<file path="src/rtl/temp_sample_filter.sv">
// Sensor conditioning ahead of the air-conditioning controller: rejects 8'hFF fault codes,
// averages N half-degree readings and reports a saturated whole-degree temperature.
module temp_sample_filter #(
   parameter int LOG2_N       = 2,
   parameter int FAULT_LIMIT  = 3,
   parameter int DEFAULT_TEMP = 20
) (
   input  logic       clk,
   input  logic       rst_n,
   input  logic       sample_valid,
   input  logic [7:0] sample,
   output logic [4:0] temperature,
   output logic       temp_valid,
   output logic       fault
);

   localparam int N     = 1 << LOG2_N;
   localparam int SUM_W = 8 + LOG2_N;
   localparam logic [LOG2_N:0] FULL      = (LOG2_N+1)'(N);
   localparam logic [3:0]      FLIMIT    = 4'(FAULT_LIMIT);
   localparam logic [4:0]      DEF_TEMP  = 5'(DEFAULT_TEMP);
   localparam logic [7:0]      FAULT_CODE = 8'hFF;

   logic [7:0]        buf_q [N];
   logic [7:0]        buf_d [N];
   logic [LOG2_N-1:0] wr_ptr_q, wr_ptr_d;
   logic [SUM_W-1:0]  sum_q, sum_d;
   logic [LOG2_N:0]   fill_q, fill_d;
   logic [3:0]        fcnt_q, fcnt_d;
   logic              fault_q, fault_d;
   logic [4:0]        temp_q, temp_d;
   logic              tvld_q, tvld_d;
   logic              fault_declare;

   function automatic logic [4:0] sat_temp(input logic [SUM_W-1:0] s);
      logic [SUM_W-1:0] deg;
      deg = s >> (LOG2_N + 1);
      if (deg > SUM_W'(31)) return 5'd31;
      return deg[4:0];
   endfunction

   always_comb begin
      buf_d         = buf_q;
      wr_ptr_d      = wr_ptr_q;
      sum_d         = sum_q;
      fill_d        = fill_q;
      fcnt_d        = fcnt_q;
      fault_d       = fault_q;
      fault_declare = 1'b0;

      if (sample_valid) begin
         if (sample != FAULT_CODE) begin
            buf_d[wr_ptr_q] = sample;
            sum_d           = sum_q + SUM_W'(sample) - SUM_W'(buf_q[wr_ptr_q]);
            wr_ptr_d        = wr_ptr_q + 1'b1;
            fill_d          = (fill_q == FULL) ? FULL : fill_q + 1'b1;
            fcnt_d          = 4'd0;
            fault_d         = 1'b0;
         end else begin
            if (fcnt_q < FLIMIT) fcnt_d = fcnt_q + 4'd1;
            if (fcnt_d == FLIMIT) begin
               fault_declare = 1'b1;
               fault_d       = 1'b1;
               fill_d        = '0;
               sum_d         = '0;
               wr_ptr_d      = '0;
               for (int i = 0; i < N; i++) buf_d[i] = 8'd0;
            end
         end
      end

      // Output stage sees the window one edge after acceptance; valid is dropped on the
      // declaring edge itself so temp_valid and fault are never high together.
      if (fill_q == FULL) begin
         temp_d = sat_temp(sum_q);
         tvld_d = !fault_declare;
      end else begin
         temp_d = DEF_TEMP;
         tvld_d = 1'b0;
      end
   end

   always_ff @(posedge clk) begin
      if (!rst_n) begin
         for (int i = 0; i < N; i++) buf_q[i] <= 8'd0;
         wr_ptr_q <= '0;
         sum_q    <= '0;
         fill_q   <= '0;
         fcnt_q   <= '0;
         fault_q  <= 1'b0;
         temp_q   <= DEF_TEMP;
         tvld_q   <= 1'b0;
      end else begin
         buf_q    <= buf_d;
         wr_ptr_q <= wr_ptr_d;
         sum_q    <= sum_d;
         fill_q   <= fill_d;
         fcnt_q   <= fcnt_d;
         fault_q  <= fault_d;
         temp_q   <= temp_d;
         tvld_q   <= tvld_d;
      end
   end

   assign temperature = temp_q;
   assign temp_valid  = tvld_q;
   assign fault       = fault_q;

endmodule
</file>
<file path="config.mk">
export PLATFORM = sky130hd
export DESIGN_NAME = temp_sample_filter
export DESIGN_NICKNAME = d
export VERILOG_FILES = /design/src/rtl/temp_sample_filter.sv
export SDC_FILE = /design/constraint.sdc
export NUM_CORES = 1
export LEC_CHECK = 0
export CAP_MARGIN = 30
export CORE_MARGIN = 8
export CORE_UTILIZATION = 60
export CTS_CLUSTER_SIZE = 40
export DETAILED_ROUTE_END_ITERATION = 16
export GPL_TIMING_DRIVEN = 0
export PLACE_DENSITY_LB_ADDON = 0.05
export REMOVE_ABC_BUFFERS = 1
export SYNTH_ARGS = -nofsm -noshare
export SYNTH_HDL_FRONTEND = slang
export SYNTH_SLANG_ARGS = --single-unit
</file>
<file path="constraint.sdc">
create_clock -name clk -period 4.15 [get_ports clk]
set_clock_uncertainty 0.2 [all_clocks]
set_input_delay 0.6225 -clock clk [delete_from_list [all_inputs] [get_ports clk]]
set_output_delay 0.6225 -clock clk [all_outputs]
set_load 0.01 [all_outputs]
</file>
==> key figures <==
CTS
  – Number of clock sinks: 58
  – CTS Hold Bufs: 0
  – CTS H-tree depth: 3
  – Skew-Pair Late Insertion Delay: 0.34 ns
  – Inserted Clock Buffers: 9
  – Root buf cell: clkbuf_8
  – CTS tree: built
  – Worst-path clk slew: 0.06 ns
  – Clock tree buffer depth: 2
  – Post-CTS setup buffers: 0
  – Resized cells post-CTS: 0

Route
  – Initial drt markers: 104
  – DR WL/cell: 16.45 µm
  – Pre-antenna DRT Iters: 5
  – Via count: 2,651
  – Routed vias/inst: 5.931
  – Drt drc: 0
  – Final WL: 7352 µm
  – Antenna Nets Post-Route: 0

Placement
  – HPWL Detailed: 4969 µm
  – # port buffers: 17
  – GP Congestion: 0.8355
  – DP Cell Count: 432

STA
  – Tmin final: 3.893 ns
  – Period utilization: 93.81%
  – Final Slew Violations: 0
  – Final Hold Viols: 0
  – Slew headroom: 42.00%
  – Unrepaired setup endpoints after global routing: false
  – Worst Max-Slew Pin Slew: 0.8701 ns
  – Max Freq: 0.2569 GHz
  – TNS Setup: 0 ns
  – Final Setup Violations: 0

Worst hold path
  – Worst min path class: reg -> reg

Critical path
  – Slowest CP cell: dfxtp_1
  – Delay-heaviest family, CP: adder cells
  – Cell breakdown of the critical path: mux4_2, fa_1, inv_1, fa_1, a211oi_1, nor3_1, a211oi_1, nor4b_1, a311o_1
  – Worst Path Required: 4.18 ns
  – Worst Path Buf+Inv: 1
  – Critical Path Start Type: register
  – Crit end category: register
  – Crit Path Category: reg -> reg
  – Crit Path Max Fanout: 11
  – Crit path DAT: 3.92 ns
  – CP max stage delay: 0.77 ns

Run
  – MaxCap Viol Count: 0

Pwr
  – Peak VDD IR: 0.0002501 V
  – Power density cells: 489.3 nW/µm²
  – Final total power: 1.791 mW
  – Leakage: 1.414 nW

Logic synthesis
  – Post-synth EDFFs: 0
  – Mapped cell area: 3286 µm²
  – Synthesis Warnings: 0
  – Largest area contributor in the netlist: dfxtp_1
  – Synth top cells by count: 58 x dfxtp_1, 42 x nand2_1, 39 x inv_1
  – Synth area leaders: dfxtp_1 35%, ha_1 7.2%, nand4_1 7.0%, a21boi_0 6.9%, mux4_2 5.5%
  – Top cell type's share of synthesized area: 35.34%
  – Synth cell types: 43
  – Mean Syn Cell Area: 8.953 µm²
  – Cells after synthesis: 367
  – Fraction of registers with async set/reset: 0%
  – Most frequent cell after synthesis: dfxtp_1
  – Main flop type after synthesis: dfxtp_1
  – Seq/Total Area, Yosys: 35.34%
  – Synthesized flop and latch total: 58

Final layout
  – Nets: 409
  – Total area of sequential cells: 1161 µm²
  – Multi-input logic area: 1874 µm²
  – Finished Core Util: 67.73%
  – ANT cells: 0
  – Fraction of layout cells with a size suffix above 1: 8.000%
  – P&R area growth vs syn: 11.42%
  – Layout Cells excl Fill: 447
  – Fillers: 436

Floorplanning
  – Initial Utilization: 60.79%
  – Chip width: 90 µm
  – Die ar.: 8100 µm²
  – I/O pin cnt: 18
  – Core Area: 5405 µm²
  – Chip height: 90 µm
  – Num rows: 27

Global routing
  – GRT Residual Overflow: 0
  – Vias in the first global route: 2,663
  – Largest net degree at the start of global routing: 62
  – Initial antenna violation count: 0
  – Gr usage total: 19.43%
  – First-pass GRT wire length: 12,740 µm

Status
  – Outcome: completed
-- worst paths after layout --
kind                                          startpoint                     to  slack [ns]  cells past startpoint
worst max-delay path            wr_ptr_q[0]$_SDFFE_PN0P_  sum_q[8]$_SDFFE_PN0P_        0.26                      9
worst min-delay path               buf_q[9]$_SDFFE_PN0P_  buf_q[9]$_SDFFE_PN0P_        0.25                      2
worst max register to register  wr_ptr_q[0]$_SDFFE_PN0P_  sum_q[8]$_SDFFE_PN0P_        0.26                      9
worst min register to register     buf_q[9]$_SDFFE_PN0P_  buf_q[9]$_SDFFE_PN0P_        0.25                      2
-- cell usage in the layout (no fill, tap or decap), drive strengths merged, types with 3 or more instances in the layout --
master	netlist	final
a21o	6	6
nor3	3	3
and3	3	3
clkdlybuf4s50	0	16
fa	8	8
nor2b	8	8
nand2	42	42
a311o	3	3
nor2	5	5
a21boi	36	36
a22oi	6	6
nand4	37	37
dfxtp	58	58
clkbuf	21	13
ha	19	19
inv	39	39
nand3	11	11
o21ai	3	3
nand3b	3	3
a21oi	19	19
mux4	8	8
-- power by group --
group / leakage [nW] / internal [mW] / switching, mW
combinational: 0.837 / 0.262 / 0.350
clock: 0.106 / 0.322 / 0.216
sequential: 0.472 / 0.605 / 0.0358
-- sequential cells by signal, summed over array words and instances, names as in the netlist --
signal	cells
fill_q	3
fcnt_q	4
buf_q	32
sum_q	10
temp_valid	1
temperature	5
wr_ptr_q	2
fault	1
-- tightest hold or removal path: cells and delay by family, from the launching register on --
| kind | cells | cell delay [ns] |
|---|---|---|
| simple gates | 1 | 0.05 |
| compound gates | 1 | 0.05 |
| flops | 1 | 0.31 |
-- per-stage QoR --
step	area [µm²]	setup slack, ns	hold WS (ns)
after global placement	3441	0.003948	0.2379
after global routing	3661	0.05357	0.2725
after CTS	3661	0.2436	0.2532
after floorplan	3181	0.6223	0.2276
after detailed placement	3457	0.2797	0.2438
final	3661	0.2567	0.2524
-- layout make-up --
class,count,area share [%]
repair buffers,18,5.058
inverters,39,3.999
multi-input cells,245,51.20
flip-flops and latches,58,31.72
clock buffers,13,4.614
clock inverters,2,0.9569
well taps,72,2.461
-- layer usage --
layer	part of all wire, %	vias up	GRT usage (%)
met5	0	-	0
met4	2.0	0	12.62
met3	5.5	12	4.406
met2	49	71	31.41
met1	43	1254	22.69
li1	-	1314	-
-- logic make-up (layout without fill, tap and decap cells) --
group | Yosys count | in the layout | synth area share (%)
DFF | 58 | 58 | 35.34
AOI/OAI and AO/OA | 85 | 85 | 18.81
and+or+nand+nor | 122 | 122 | 19.80
buffers and inverters | 64 | 72 | 7.654
adders and majority gates | 27 | 27 | 12.11
muxes | 8 | 8 | 5.484
xor gates and xnor gates | 3 | 3 | 0.7998
No activity file was read; power rests on OpenSTA's default activity.
